### src/rtl/bnn_sequencer_if.sv
// Control, image-buffer read, weight-ROM read and result signals of the BNN sequencer.
// The master modport is the sequencer; the slave modport is the controller and memories.
interface bnn_sequencer_if;
  logic       start;
  logic       clear;
  logic       buf_rd_en;
  logic [6:0] buf_rd_addr;
  logic [7:0] buf_rd_data;
  logic       w_rd_en;
  logic [9:0] w_rd_addr;
  logic [7:0] w_rd_data;
  logic       busy;
  logic       result_ready;
  logic [3:0] result_class;
  logic [9:0] result_score;

  modport master (
    input  start, clear, buf_rd_data, w_rd_data,
    output buf_rd_en, buf_rd_addr, w_rd_en, w_rd_addr,
    output busy, result_ready, result_class, result_score
  );

  modport slave (
    output start, clear, buf_rd_data, w_rd_data,
    input  buf_rd_en, buf_rd_addr, w_rd_en, w_rd_addr,
    input  busy, result_ready, result_class, result_score
  );
endinterface

### src/rtl/bnn_sequencer.sv
// Binarised classifier sequencer: XNOR-popcount of the image against each class's
// weights, one class per IMG_BYTES+2 cycles, keeping the best (lowest index on ties).
module bnn_sequencer #(
  parameter int IMG_BYTES   = 98,
  parameter int NUM_CLASSES = 10
) (
  input  logic             clk,
  input  logic             rst_n,
  bnn_sequencer_if.master  bus,
  output logic [2:0]       dbg_state
);

  typedef enum logic [2:0] {
    S_IDLE  = 3'd0,
    S_RUN   = 3'd1,
    S_DRAIN = 3'd2,
    S_CMP   = 3'd3,
    S_DONE  = 3'd4
  } state_t;

  localparam logic [6:0] LAST_B = 7'(IMG_BYTES - 1);
  localparam logic [3:0] LAST_C = 4'(NUM_CLASSES - 1);
  localparam logic [9:0] STRIDE = 10'(IMG_BYTES);

  state_t     state;
  logic [3:0] c;
  logic [6:0] b;
  logic [9:0] w_base;
  logic [9:0] acc;
  logic       rd_vld;
  logic [9:0] best_score;
  logic [3:0] best_class;
  logic       result_ready;
  logic [3:0] result_class;
  logic [9:0] result_score;

  function automatic logic [3:0] match_count(input logic [7:0] x);
    logic [3:0] n;
    n = '0;
    for (int i = 0; i < 8; i++) n = n + {3'b000, x[i]};
    return n;
  endfunction

  logic [7:0] xnor_bits;
  logic [9:0] acc_next;
  logic       take;
  logic [9:0] new_best_score;
  logic [3:0] new_best_class;

  always_comb begin
    xnor_bits      = ~(bus.buf_rd_data ^ bus.w_rd_data);
    acc_next       = rd_vld ? (acc + {6'b0, match_count(xnor_bits)}) : acc;
    // Strict greater-than keeps the earlier class on equal scores.
    take           = (c == 4'd0) || (acc > best_score);
    new_best_score = take ? acc : best_score;
    new_best_class = take ? c : best_class;
  end

  always_ff @(posedge clk or negedge rst_n) begin
    if (!rst_n) begin
      state        <= S_IDLE;
      c            <= '0;
      b            <= '0;
      w_base       <= '0;
      acc          <= '0;
      rd_vld       <= 1'b0;
      best_score   <= '0;
      best_class   <= '0;
      result_ready <= 1'b0;
      result_class <= '0;
      result_score <= '0;
    end else if (bus.clear) begin
      // Dropping rd_vld discards any data return that lands this cycle.
      state        <= S_IDLE;
      c            <= '0;
      b            <= '0;
      w_base       <= '0;
      acc          <= '0;
      rd_vld       <= 1'b0;
      best_score   <= '0;
      best_class   <= '0;
      result_ready <= 1'b0;
      result_class <= '0;
      result_score <= '0;
    end else begin
      rd_vld <= (state == S_RUN);
      acc    <= acc_next;
      case (state)
        S_IDLE, S_DONE: begin
          if (bus.start) begin
            c            <= '0;
            b            <= '0;
            w_base       <= '0;
            acc          <= '0;
            result_ready <= 1'b0;
            result_class <= '0;
            result_score <= '0;
            state        <= S_RUN;
          end
        end
        S_RUN: begin
          b <= b + 7'd1;
          if (b == LAST_B) state <= S_DRAIN;
        end
        S_DRAIN: state <= S_CMP;
        S_CMP: begin
          best_score <= new_best_score;
          best_class <= new_best_class;
          acc        <= '0;
          b          <= '0;
          if (c == LAST_C) begin
            result_ready <= 1'b1;
            result_class <= new_best_class;
            result_score <= new_best_score;
            state        <= S_DONE;
          end else begin
            c      <= c + 4'd1;
            w_base <= w_base + STRIDE;
            state  <= S_RUN;
          end
        end
        default: state <= S_IDLE;
      endcase
    end
  end

  logic run;
  assign run              = (state == S_RUN);
  assign bus.buf_rd_en    = run;
  assign bus.w_rd_en      = run;
  assign bus.buf_rd_addr  = run ? b : 7'd0;
  assign bus.w_rd_addr    = run ? (w_base + {3'b000, b}) : 10'd0;
  assign bus.busy         = (state == S_RUN) || (state == S_DRAIN) || (state == S_CMP);
  assign bus.result_ready = result_ready;
  assign bus.result_class = result_class;
  assign bus.result_score = result_score;
  assign dbg_state        = state;

endmodule

### src/flat_wrapper.sv
// flat-port wrapper written by rule: the top's interface ports become plain ports
module bnn_sequencer_flat 
#(
  parameter int IMG_BYTES   = 98,
  parameter int NUM_CLASSES = 10
)
  (clk, rst_n, dbg_state, bus_start, bus_clear, bus_buf_rd_data, bus_w_rd_data, bus_buf_rd_en, bus_buf_rd_addr, bus_w_rd_en, bus_w_rd_addr, bus_busy, bus_result_ready, bus_result_class, bus_result_score);
  bnn_sequencer_if bus_i ();
  input  logic clk;
  input  logic rst_n;
  output logic [2:0] dbg_state;
  input wire logic [$bits(bus_i.start)-1:0] bus_start;
  input wire logic [$bits(bus_i.clear)-1:0] bus_clear;
  input wire logic [$bits(bus_i.buf_rd_data)-1:0] bus_buf_rd_data;
  input wire logic [$bits(bus_i.w_rd_data)-1:0] bus_w_rd_data;
  output wire logic [$bits(bus_i.buf_rd_en)-1:0] bus_buf_rd_en;
  output wire logic [$bits(bus_i.buf_rd_addr)-1:0] bus_buf_rd_addr;
  output wire logic [$bits(bus_i.w_rd_en)-1:0] bus_w_rd_en;
  output wire logic [$bits(bus_i.w_rd_addr)-1:0] bus_w_rd_addr;
  output wire logic [$bits(bus_i.busy)-1:0] bus_busy;
  output wire logic [$bits(bus_i.result_ready)-1:0] bus_result_ready;
  output wire logic [$bits(bus_i.result_class)-1:0] bus_result_class;
  output wire logic [$bits(bus_i.result_score)-1:0] bus_result_score;
  assign bus_i.start = bus_start;
  assign bus_i.clear = bus_clear;
  assign bus_i.buf_rd_data = bus_buf_rd_data;
  assign bus_i.w_rd_data = bus_w_rd_data;
  assign bus_buf_rd_en = bus_i.buf_rd_en;
  assign bus_buf_rd_addr = bus_i.buf_rd_addr;
  assign bus_w_rd_en = bus_i.w_rd_en;
  assign bus_w_rd_addr = bus_i.w_rd_addr;
  assign bus_busy = bus_i.busy;
  assign bus_result_ready = bus_i.result_ready;
  assign bus_result_class = bus_i.result_class;
  assign bus_result_score = bus_i.result_score;
  bnn_sequencer #(.IMG_BYTES(IMG_BYTES), .NUM_CLASSES(NUM_CLASSES)) u_core (.clk(clk), .rst_n(rst_n), .bus(bus_i), .dbg_state(dbg_state));
endmodule
### config.mk
export PLATFORM = sky130hd
export DESIGN_NAME = bnn_sequencer_flat
export DESIGN_NICKNAME = d
export VERILOG_FILES = /design/src/rtl/bnn_sequencer_if.sv /design/src/rtl/bnn_sequencer.sv /design/src/flat_wrapper.sv
export SDC_FILE = /design/constraint.sdc
export NUM_CORES = 1
export LEC_CHECK = 0
export BUFFER_PORTS_ARGS = -buffer_cell sky130_fd_sc_hd__buf_4
export CORE_AREA = 10 10 139 141
export CTS_CLUSTER_DIAMETER = 60
export DETAILED_ROUTE_END_ITERATION = 6
export DIE_AREA = 0 0 149 151
export PLACE_DENSITY = 0.47
export SLEW_MARGIN = 20
export SYNTH_ARGS = -nofsm -noshare
export SYNTH_HDL_FRONTEND = slang
export SYNTH_SLANG_ARGS = --single-unit
export TNS_END_PERCENT = 20
### constraint.sdc
create_clock -name clk -period 3.1 [get_ports clk]
set_input_delay 0.155 -clock clk [delete_from_list [all_inputs] [get_ports clk]]
set_output_delay 0.155 -clock clk [all_outputs]
set_load 0.01 [all_outputs]
==> results of run 1 <==
==> logic make-up after synthesis <==
family / synth area share
and+or+nand+nor: 0.205
AOI/OAI and AO/OA: 0.129
DFF: 0.390
buffers and inverters: 0.0501
adders and majority gates: 0.114
xor gates and xnor gates: 0.0671
muxes: 0.0449
==> stage by stage <==
step | instances | setup TNS, ns | total power [mW]
floorplan | 413 | -2.59 | 1.14
global placement | 684 | -4.52 | 1.26
detailed placement | 684 | -5.06 | 1.26
CTS | 699 | -2.10 | 2.19
global route | 699 | -3.17 | 2.28
finish | 699 | -1.97 | 2.15
==> worst reg2reg max path, delay by kind of cell, from the launching register on <==
| kind | cells | cell delay, ns |
|---|---|---|
| DFF | 1 | 0.48 |
| AOI/OAI and AO/OA | 3 | 1.15 |
| and+or+nand+nor | 2 | 0.41 |
| adders and majority gates | 1 | 0.33 |
==> cell usage in the layout (no fill, tap or decap), types with 4 or more instances in the layout <==
cell type,instances
a21o_1,7
a21oi_1,10
a21oi_2,5
a221o_1,12
a22o_1,4
and2_1,21
buf_4,68
clkbuf_16,9
dfrtp_1,63
fa_1,4
ha_1,28
inv_1,25
mux2i_1,17
nand2_1,21
nand2b_1,26
nand3_1,9
nand4_1,4
nor2_1,40
nor3_1,10
nor4_1,5
o21ai_0,7
xnor2_1,21
xor2_1,10
==> power by group through the flow <==
stage	combinational [mW]	sequential, mW	clock [mW]
final	0.384	0.857	0.908
after global routing	0.445	0.858	0.978
after CTS	0.395	0.856	0.940
after detailed placement	0.391	0.871	0
after global placement	0.385	0.871	0
after floorplan	0.274	0.861	0
==> metal layers <==
metal  wire length (um)  up-vias  global-route usage
li1                   -     1571                   -
met2               4790       61               0.149
met5                  0        -                   0
met4                165        0              0.0402
met3                310       12              0.0185
met1               4930     1539               0.125
==> area by class of cell <==
cell class	instances	area, um^2	area share
Clock buffer	13	260	0.0517
Clock inverter	1	5.00	0.000994
Inverter	28	105	0.0209
Multi-Input combinational cell	305	2290	0.456
Sequential cell	63	1580	0.313
Tap cell	220	275	0.0546
Timing Repair Buffer	69	520	0.103
==> registers in the layout (all words and copies together) (netlist names) <==
name                     cells
u_core.bus.result_ready      1
u_core.best_score           10
u_core.b                     7
u_core.acc                  10
u_core.c                     4
u_core.w_base                9
u_core.bus.result_score     10
u_core.rd_vld                1
u_core.bus.result_class      4
u_core.dbg_state             3
u_core.best_class            4
==> what timing repair did <==
action                     in CTS  in global routing
pin swaps                       0                  1
hold buffers                    1                  0
setup endpoints to repair       8                  9
setup buffers                   0                  0
gates resized for setup         0                  1
hold endpoints to repair       63                  0
==> final timing paths <==
check                                              to  slack, ns  cells past startpoint
hold / removal                    u_core.dbg_state[2]       0.23                      2
min in group asynchronous                 u_core.b[3]       0.47                      2
max in group asynchronous  u_core.bus.result_score[5]       2.07                      2
setup reg to reg           u_core.bus.result_score[1]       0.67                      6
setup / recovery                        u_core.acc[7]      -0.32                     17
hold reg to reg            u_core.bus.result_class[2]       0.49                      1
==> results.json, run 1 <==
{
  "grt_pass1_wl_mm": 17.2,
  "worstHoldPathType": "input pin to flip-flop",
  "r2r-start": "u_core.acc[7]",
  "grt.total_usage": 0.0948,
  "cts.sinks": 63,
  "fmax_mhz": 292,
  "ys_types": 53,
  "ys_top_cells_by_count": "dfrtp_1, nor2_1, ha_1",
  "synth_area_um2": 4040,
  "status": "finished, violations left",
  "yosysSeqAreaShare": 0.390,
  "syn_area_per_cell_um2": 9.79,
  "cpPeakStageDelay_ns": 0.54,
  "worst_pin_slew_ns": 0.828,
  "seqPwrFrac": 0.399,
  "routed_via_density": 4.55,
  "end_kind": "flip-flop",
  "cts_buffers": 9,
  "drcViolationCount": 0,
  "path_clk_slew_ns": 0.05,
  "dp_hpwl_mm": 7.56,
  "cts_tree": "done",
  "grt_pass1_vias": 3301,
  "final_nets": 530,
  "syn-num-nets": 467,
  "violations": "negative setup slack",
  "ir_worst_vdd_uv": 345,
  "via_count": 3183,
  "io_buffers": 57,
  "yosysTopAreaCell": "dfrtp_1",
  "die_w_um": 149,
  "synth_edf_count": 0,
  "area_growth_pct": 24.6,
  "dieArea_um2": 22500,
  "row_count": 47,
  "cp_num_buf_inv": 5,
  "gp_congestion": 0.810,
  "netlist_top_cells_area": "dfrtp_1, ha_1, xnor2_1",
  "finClkSkew_ns": 0.00505,
  "dpl_worst_slack_ns": -0.668,
  "critPathSlowestCell": "fa_1",
  "overflow": 0,
  "internal_power_mw": 1.59,
  "drv_slew": 0,
  "worstPathArrival_ns": 3.67,
  "drive_gt1_frac": 0.200,
  "ant_nets": 0,
  "start_util": 0.246,
  "wl_per_cell_um": 14.6,
  "antenna_cells": 0,
  "ys_ff_latch": 63,
  "setup_violations": 8,
  "swShare": 0.262,
  "yosysMostFrequentCell": "dfrtp_1",
  "hp-start": "bus_clear",
  "required_ns": 3.35,
  "async_reset_ff_frac": 1.00,
  "placed_area_um2": 4750,
  "fin_util": 0.306,
  "p_per_area_nw_per_um2": 427,
  "design.portCount": 58,
  "hold_violations": 0,
  "fin_crit_ns": 3.42,
  "cap_viol_max_count": 0,
  "clk_latency_ns": 0.32,
  "synth_top_area_frac": 0.390,
  "whs_ns": 0.228,
  "core_um2": 16500,
  "start_kind": "input pin",
  "slew_headroom": 0.448,
  "grt_max_degree": 64,
  "rsz0062_at_grt": "true",
  "comb_power_share": 0.179,
  "dr.pass1.iters": 4,
  "period_share": 1.10,
  "drtIter0Drc": 181,
  "syn_inst": 413,
  "p_leak_nw": 2.27,
  "p_clk_frac": 0.422,
  "ys_warn_count": 0,
  "cp_cell_sequence": "buf_4, xnor2_1, ha_1, inv_1, fa_1, fa_1, inv_2, fa_2, inv_2, fa_1, inv_2, ha_4, a21o_1, a21o_1, a21oi_2, or4_1, a21oi_2",
  "final.fill_count": 1783,
  "cts_root_buffer": "clkbuf_16",
  "cp_top_family": "adder cells",
  "ys.flop_type": "dfrtp_1",
  "antenna_found_initial": 0,
  "wl_mm": 10.2,
  "stdcell_area_um2": 5040,
  "cts_buffer_depth": 2,
  "critical_path_class": "input pin to flip-flop",
  "htree_levels": 3,
  "critPathLaunch": "bus_w_rd_data[1]",
  "die_h_um": 151,
  "path_max_fanout": 6,
  "switching_power_mw": 0.562,
  "layout_setup_ws_ns": -0.320
}
Note: power is estimated with default switching activity, not from simulation.
==> inputs of run 2 (changes only) <==
--- a/config.mk
+++ b/config.mk
@@ -11,6 +11,7 @@
 export DETAILED_ROUTE_END_ITERATION = 6
 export DIE_AREA = 0 0 149 151
 export PLACE_DENSITY = 0.47
+export RECOVER_POWER = 100
 export SLEW_MARGIN = 20
 export SYNTH_ARGS = -nofsm -noshare
 export SYNTH_HDL_FRONTEND = slang
==> results.json, run 2 (synthesis gave the netlist of run 1 again) <==
{
  "status": "finished, violations left",
  "violations": "max-capacitance violations, max-slew violations, negative setup slack",
  "drv_slew": 64,
  "dp_hpwl_mm": 7.56,
  "p_leak_nw": 2.11,
  "fin_crit_ns": 3.42,
  "row_count": 47,
  "start_kind": "input pin",
  "cts_tree": "done",
  "hp-start": "bus_clear",
  "final_cell_mix": "dfrtp_1, nor2_1, clkbuf_1, buf_4, ha_1",
  "dieArea_um2": 22500,
  "gp_congestion": 0.810,
  "cts.sinks": 63,
  "finClkSkew_ns": 0.00627,
  "die_h_um": 151,
  "via_count": 3187,
  "postCtsSetupRepairBufs": 0,
  "fin_cells": 699,
  "die_w_um": 149,
  "htree_levels": 3,
  "layout.cells.most_common": "dfrtp_1",
  "io_buffers": 57,
  "cts_root_buffer": "clkbuf_16",
  "grt_pass1_vias": 3301,
  "critPathLaunch": "bus_w_rd_data[1]",
  "r2r-start": "u_core.acc[4]",
  "hold_violations": 0,
  "total_power_mw": 2.14,
  "reg_top3": "u_core.acc x10, u_core.best_score x10, u_core.bus.result_score x10",
  "cts_buffers": 9,
  "area_growth_pct": 20.9,
  "ant_nets": 0,
  "drive_gt1_frac": 0.121,
  "required_ns": 3.35,
  "whs_ns": 0.229,
  "fin_tns_setup_ns": -1.98,
  "path_max_fanout": 6,
  "critical_path_class": "input pin to flip-flop",
  "antenna_found_initial": 0,
  "final_nets": 530,
  "grt.total_usage": 0.0948,
  "core_um2": 16500,
  "cap_viol_max_count": 1,
  "setup_violations": 8,
  "ir_worst_vdd_uv": 346,
  "rsz0062_at_grt": "true",
  "worst_pin_slew_ns": 1.61,
  "wl_mm": 10.2,
  "period_share": 1.10,
  "worstPathArrival_ns": 3.67,
  "p_per_area_nw_per_um2": 438,
  "path_clk_slew_ns": 0.05,
  "fin_util": 0.297,
  "wl_per_cell_um": 14.6,
  "drcViolationCount": 0,
  "worstHoldPathType": "input pin to flip-flop",
  "dr.pass1.iters": 4,
  "placedCellCount": 684,
  "overflow": 0,
  "grt_pass1_wl_mm": 17.2,
  "layout_setup_ws_ns": -0.321,
  "start_util": 0.246,
  "grt_max_degree": 64,
  "end_kind": "flip-flop",
  "cts_buffer_depth": 2,
  "routed_via_density": 4.56,
  "design.portCount": 58,
  "fmax_mhz": 292,
  "clk_latency_ns": 0.32,
  "antenna_cells": 0,
  "slew_headroom": -0.0742,
  "drtIter0Drc": 193
}
==> run 2: cell types whose count changed in the layout (fill, tap and decap cells not counted), moves of 2 or more <==
cell	before	now
and2_1	21	15
clkbuf_2	0	2
buf_4	68	30
clkbuf_1	2	38
and2_0	0	6
==> run 2: path summary, 6_finish.rpt <==
check | to | slack, ns | cells after the start
max | u_core.acc[7] | -0.32 | 17
min reg2reg | u_core.bus.result_class[2] | 0.49 | 1
max reg2reg | u_core.bus.result_score[1] | 0.35 | 6
min | u_core.dbg_state[2] | 0.23 | 2
max in group asynchronous | u_core.bus.result_score[5] | 1.35 | 2
min in group asynchronous | u_core.b[3] | 0.78 | 2
==> run 2: metal layers <==
| layer | vias to the layer above | wire (um) | share of wire | track usage |
|---|---|---|---|---|
| met1 | 1552 | 4960 | 0.49 | 0.125 |
| met2 | 53 | 4780 | 0.47 | 0.149 |
| met4 | 0 | 163 | 0.016 | 0.0402 |
| met5 | - | 0 | 0 | 0 |
| met3 | 10 | 317 | 0.031 | 0.0185 |
| li1 | 1572 | - | - | - |
==> run 2: stage by stage <==
stage	area [um^2]	worst slack, ns
final	4890	-0.321
after global routing	4890	-0.485
after CTS	5030	-0.334
after detailed placement	4750	-0.668
after global placement	4750	-0.587
after floorplan	4070	-0.384
==> run 2: final cells by class <==
type	count	area, um^2
multi-input combinational	305	2290
clock inverter	1	5.00
timing repair buffer	69	380
sequential	63	1580
tap	220	275
inverter	28	105
clock buffer	13	260
fill	1816	11600
==> run 2: timing repair <==
action,4_1_cts,5_1_grt
gates resized for setup,0,1
hold buffers,1,0
endpoints found under the hold margin,63,0
pin swaps,0,1
endpoints found under the setup margin,8,9
==> run 2: worst max-delay path: stages <==
cell	delay (ns)
buf_4	0.11
xnor2_1	0.12
ha_1	0.27
inv_1	0.05
fa_1	0.49
fa_1	0.43
inv_2	0.07
fa_2	0.20
inv_2	0.04
fa_1	0.54
inv_2	0.06
ha_4	0.25
a21o_1	0.10
a21o_1	0.15
a21oi_2	0.09
or4_1	0.42
a21oi_2	0.12
==> run 2: power by group <==
| group | internal, mW | switching (mW) | total, mW |
|---|---|---|---|
| combinational | 0.171 | 0.205 | 0.376 |
| clock | 0.574 | 0.336 | 0.910 |
| sequential | 0.834 | 0.0224 | 0.857 |
| total | 1.58 | 0.563 | 2.14 |
